--- src/rtl/tx_feed_fifo.sv ---
// Transmit-side feeder for the 4-phase synchronizer: buffers producer words
// and launches them one at a time, holding each until the synchronizer returns snt.
module tx_feed_fifo #(
    parameter int DATA_MSB = 7,
    parameter int DEPTH    = 4,
    parameter int AW       = 2
) (
    input  logic              clk,
    input  logic              reset,
    input  logic              in_valid,
    input  logic [DATA_MSB:0] in_data,
    output logic              in_ready,
    output logic              vi,
    output logic [DATA_MSB:0] sdata,
    input  logic              snt,
    output logic [AW:0]       count,
    output logic              busy,
    output logic              err
);

    // Producer handshake: a word transfers on every rising edge where
    // in_valid && in_ready; in_ready comes only from registered occupancy.
    localparam logic [0:0]  ST_IDLE  = 1'b0;
    localparam logic [0:0]  ST_WAIT  = 1'b1;
    localparam logic [AW:0] CNT_FULL = (AW+1)'(DEPTH);
    localparam logic [AW:0] CNT_ONE  = (AW+1)'(1);
    localparam logic [AW-1:0] PTR_ONE = AW'(1);

    logic [0:0]        state_q, state_d;
    logic [AW-1:0]     wr_ptr_q, wr_ptr_d;
    logic [AW-1:0]     rd_ptr_q, rd_ptr_d;
    logic [AW:0]       count_q, count_d;
    logic              vi_q, vi_d;
    logic [DATA_MSB:0] sdata_q, sdata_d;
    logic              err_q, err_d;
    logic [DATA_MSB:0] mem_q [DEPTH];

    logic push;
    logic pop;

    assign in_ready = (count_q != CNT_FULL);
    assign push     = in_valid && in_ready;

    always_comb begin
        state_d = state_q;
        vi_d    = 1'b0;
        sdata_d = sdata_q;
        err_d   = err_q;
        pop     = 1'b0;
        case (state_q)
            ST_IDLE: begin
                // snt with nothing in flight is a protocol error, never a pop
                if (snt) begin
                    err_d = 1'b1;
                end
                if (count_q != '0) begin
                    vi_d    = 1'b1;
                    sdata_d = mem_q[rd_ptr_q];
                    state_d = ST_WAIT;
                end
            end
            ST_WAIT: begin
                if (snt) begin
                    pop     = 1'b1;
                    state_d = ST_IDLE;
                end
            end
            default: begin
                state_d = ST_IDLE;
            end
        endcase
    end

    always_comb begin
        wr_ptr_d = push ? (wr_ptr_q + PTR_ONE) : wr_ptr_q;
        rd_ptr_d = pop  ? (rd_ptr_q + PTR_ONE) : rd_ptr_q;
        case ({push, pop})
            2'b10:   count_d = count_q + CNT_ONE;
            2'b01:   count_d = count_q - CNT_ONE;
            default: count_d = count_q;
        endcase
    end

    always_ff @(posedge clk or negedge reset) begin
        if (!reset) begin
            state_q  <= ST_IDLE;
            wr_ptr_q <= '0;
            rd_ptr_q <= '0;
            count_q  <= '0;
            vi_q     <= 1'b0;
            sdata_q  <= '0;
            err_q    <= 1'b0;
        end else begin
            state_q  <= state_d;
            wr_ptr_q <= wr_ptr_d;
            rd_ptr_q <= rd_ptr_d;
            count_q  <= count_d;
            vi_q     <= vi_d;
            sdata_q  <= sdata_d;
            err_q    <= err_d;
        end
    end

    // Storage needs no reset: occupancy and pointers define what is valid.
    always_ff @(posedge clk) begin
        if (push) begin
            mem_q[wr_ptr_q] <= in_data;
        end
    end

    assign vi    = vi_q;
    assign sdata = sdata_q;
    assign count = count_q;
    assign busy  = (state_q == ST_WAIT);
    assign err   = err_q;

    a_vi_single: assert property (@(posedge clk) disable iff (!reset) vi_q |=> !vi_q);
    a_vi_busy:   assert property (@(posedge clk) disable iff (!reset) vi_q |-> busy);
    a_cnt_range: assert property (@(posedge clk) disable iff (!reset) count_q <= CNT_FULL);
    a_err_stick: assert property (@(posedge clk) disable iff (!reset) err_q |=> err_q);

endmodule

--- config.mk ---
export PLATFORM = sky130hd
export DESIGN_NAME = tx_feed_fifo
export DESIGN_NICKNAME = d
export VERILOG_FILES = /design/src/rtl/tx_feed_fifo.sv
export SDC_FILE = /design/constraint.sdc
export NUM_CORES = 1
export LEC_CHECK = 0
export BUFFER_PORTS_ARGS = -buffer_cell sky130_fd_sc_hd__buf_2
export CELL_PAD_IN_SITES_DETAIL_PLACEMENT = 1
export CELL_PAD_IN_SITES_GLOBAL_PLACEMENT = 1
export CORE_MARGIN = 2
export CORE_UTILIZATION = 48
export CTS_CLUSTER_SIZE = 10
export DETAILED_ROUTE_END_ITERATION = 6
export PLACE_DENSITY = 0.9
export RECOVER_POWER = 25
export SYNTH_ARGS = -nofsm -noshare
export SYNTH_HDL_FRONTEND = slang
export SYNTH_SLANG_ARGS = --single-unit
--- constraint.sdc ---
create_clock -name clk -period 2.6 [get_ports clk]
set_input_delay 0.65 -clock clk [delete_from_list [all_inputs] [get_ports clk]]
set_output_delay 0.65 -clock clk [all_outputs]
set_load 0.05 [all_outputs]
==> results.sh <==
export IMPL_status="complete, no violations"
export IMPL_cts_buffer_depth=2
export IMPL_max_slew_margin_pct=26.45
export IMPL_synth_seq_cells=50
export IMPL_synth_xor_area_share_pct=2.647
export IMPL_core_area_sq_um=4000
export IMPL_antenna_found_initial=0
export IMPL_setup_viol=0
export IMPL_startpoint_type="flip-flop"
export IMPL_synthCells=103
export IMPL_dr_pass1_iters=4
export IMPL_crit_path_max_fanout=6
export IMPL_synth_adder_area_share_pct=4.159
export IMPL_drt_vias_per_instance=5.272
export IMPL_drive_gt1_share_pct=37.31
export IMPL_gp_congestion=0.7965
export IMPL_cellPowerDensity_nw_per_um2=1275
export IMPL_post_cts_buffers=0
export IMPL_synth_fp_nets=121
export IMPL_cts_sinks=50
export IMPL_routedWlPerCell_um=18.76
export IMPL_worst_pin_slew_ps=1103
export IMPL_cts_buffers=5
export IMPL_gr_max_usage_layer="met2"
export IMPL_cp_top_family="simple AND/OR/NAND/NOR gates"
export IMPL_crit_path_top_delay_cell="or3b_4"
export IMPL_met3_usage_pct=5.921
export IMPL_grt_max_degree=19
export IMPL_tritoncts="yes"
export IMPL_cpPeakStageDelay_ps=450
export IMPL_clk_latency_ps=300
export IMPL_rsz0062_at_grt="no"
export IMPL_maxCapViolCount=0
export IMPL_yosys_top_cells_area="edfxtp_1 (48%), dfrtp_1 (23%), mux4_2 (5.7%)"
export IMPL_fill_cells=373
export IMPL_grt_pass1_wl_um=5416
export IMPL_ys_seq_area_share_pct=71.08
export IMPL_final_util_pct=56.62
export IMPL_syn_area_per_cell_sq_um=19.28
export IMPL_grt_use_met1_pct=20.00
export IMPL_synth_compound_gate_area_share_pct=0.6301
export IMPL_synthMuxAreaShare_pct=15.44
export IMPL_port_buffers=26
export IMPL_root_buffer="clkbuf_8"
export IMPL_synth_top_family_by_area="multiplexers"
export IMPL_holdBufCountCts=0
export IMPL_hpwlAfterDp_um=2437
export IMPL_cp_num_buf_inv=2
export IMPL_cp_required_ps=2820
export IMPL_num_io_pins=27
export IMPL_ys_types=24
export IMPL_cts_htree_levels=2
export IMPL_vias=970
export IMPL_grt_overflow_total=0
export IMPL_fp_dieW_um=68.32
export IMPL_drc=0
export IMPL_area_growth_pct=14.05
export IMPL_die_area_sq_um=4667
export IMPL_routed_wl_um=3451
export IMPL_period_share_pct=85.98
export IMPL_leakage_nw=0.8930
export IMPL_yosysWarnings=0
export IMPL_hold_viol=0
export IMPL_nets=151
export IMPL_synth_largest_area_cell="edfxtp_1"
export IMPL_criticalPathCategory="reg2reg"
export IMPL_grt_pass1_vias=1086
export IMPL_cts_repair_resized=0
export IMPL_synth_top_area_share_pct=48.39
export IMPL_yosys_area_share_simple_pct=3.781
export IMPL_max_freq_ghz=0.4474
export IMPL_grtUsageTotal_pct=17.34
export IMPL_fp_row_count=23
export IMPL_die_h_um=68.32
export IMPL_use_met2_pct=30.46
export IMPL_antennaDiodeCount=0
export IMPL_vdd_ir_drop_max_mv=0.5476
export IMPL_final_setup_tns_ps=0
export IMPL_fin_skew_ps=8.398
export IMPL_synth_area_sq_um=1986
export IMPL_cts_clk_slew_worst_paths_ps=80
export IMPL_cp_arrival_ps=2460
export IMPL_end_kind="flip-flop"
export IMPL_drt_initial_drc_count=15
export IMPL_maxSlewViolCount=0
export IMPL_final_antenna_net_count=0
export IMPL_holdCritPathClass="reg2reg"
export IMPL_finalCriticalPeriod_ps=2235
export IMPL_start_util_pct=49.64
export IMPL_path_cells="or3b_4 -> and2_4 -> inv_1 -> ha_1 -> inv_1 -> fa_1 -> xor2_1 -> nor2_1 -> xor2_1"
==> flip-flops by register name, indices dropped and copies added, names as in the netlist <==
name,flops
err,1
sdata,8
wr_ptr_q,2
rd_ptr_q,2
mem_q,32
busy,1
vi,1
count,3
==> through the flow <==
| step | total power, mW | instances | hold WS (ps) | worst slack, ps | cell area (sq um) |
|---|---|---|---|---|---|
| 3_3_place_gp | 2.325 | 176 | 436.3 | 483.8 | 2160 |
| 6_report | 2.887 | 184 | 473.1 | 364.6 | 2265 |
| 5_1_grt | 3.042 | 184 | 486.4 | 283.1 | 2265 |
| 3_5_place_dp | 2.394 | 176 | 471.5 | 372.1 | 2160 |
| 2_1_floorplan | 2.123 | 103 | 354.4 | 106.8 | 1986 |
| 4_1_cts | 2.925 | 184 | 288.8 | 359.7 | 2270 |
==> worst register-to-register path: stages, from the launching register on <==
cell and delay [ps]:
dfrtp_1 440, or3b_4 450, and2_4 190, inv_1 50
ha_1 180, inv_1 60, fa_1 370, xor2_1 150
nor2_1 110, xor2_1 150
==> layout by cell type, fill, tap and decap left out, drive strengths merged <==
| cell type | instances |
|---|---|
| and2 | 2 |
| and3 | 4 |
| mux2i | 1 |
| a21o | 1 |
| nand2 | 1 |
| xnor2 | 3 |
| nor2 | 2 |
| dfrtp | 18 |
| clkbuf | 10 |
| nor3 | 1 |
| or3b | 1 |
| fa | 1 |
| xor2 | 3 |
| clkinvlp | 1 |
| a21oi | 1 |
| buf | 22 |
| inv | 7 |
| bufinv | 1 |
| mux2 | 9 |
| edfxtp | 32 |
| mux4 | 8 |
| ha | 5 |
==> per-layer routing <==
layer | vias up | part of all wire, %
li1 | 443 | -
met1 | 505 | 40
met2 | 17 | 55
met3 | 5 | 3.5
met4 | 0 | 1.1
met5 | - | 0
==> logic make-up after synthesis <==
logic type / count (synthesis)
flip-flops: 50
multiplexers: 18
AND/OR/NAND/NOR: 11
buffers and inverters: 10
XOR/XNOR: 6
adder cells (fa/ha/maj): 6
AO/OA/AOI/OAI: 2
==> cells in the mapped netlist, drive strengths merged <==
cell type	number
a21o	1
a21oi	1
and2	2
and3	4
buf	1
clkbuf	2
dfrtp	18
edfxtp	32
fa	1
ha	5
inv	7
mux2	9
mux2i	1
mux4	8
nand2	1
nor2	2
nor3	1
or3b	1
xnor2	3
xor2	3
==> power breakdown <==
| part | internal [mW] | total [mW] | switching [mW] |
|---|---|---|---|
| logic | 0.414 | 1.09 | 0.674 |
| registers | 1.09 | 1.27 | 0.179 |
| clock network | 0.287 | 0.528 | 0.241 |
| total | 1.79 | 2.89 | 1.09 |
==> worst paths after layout <==
kind	from	to	slack, ps	cells past startpoint
worst max-delay path	count[0]$_DFFE_PN0P_	count[2]$_DFFE_PN0P_	360	9
worst min-delay path	err$_DFFE_PN0P_	err$_DFFE_PN0P_	470	1
worst max register to register	count[0]$_DFFE_PN0P_	count[2]$_DFFE_PN0P_	360	9
worst min register to register	err$_DFFE_PN0P_	err$_DFFE_PN0P_	470	1
max in group asynchronous	reset	count[0]$_DFFE_PN0P_	1410	1
min in group asynchronous	reset	sdata[3]$_DFFE_PN0P_	530	1
==> area by class of cell <==
class / instances / area, sq um / area share (%)
clock inverter: 2 / 37.54 / 1.657
multi-input combinational: 43 / 529.3 / 23.37
sequential: 50 / 1411 / 62.32
tap: 50 / 62.56 / 2.762
clock buffer: 6 / 72.57 / 3.204
timing repair buffer: 26 / 125.1 / 5.525
inverter: 7 / 26.28 / 1.160
No activity file was read; power rests on OpenSTA's default activity.
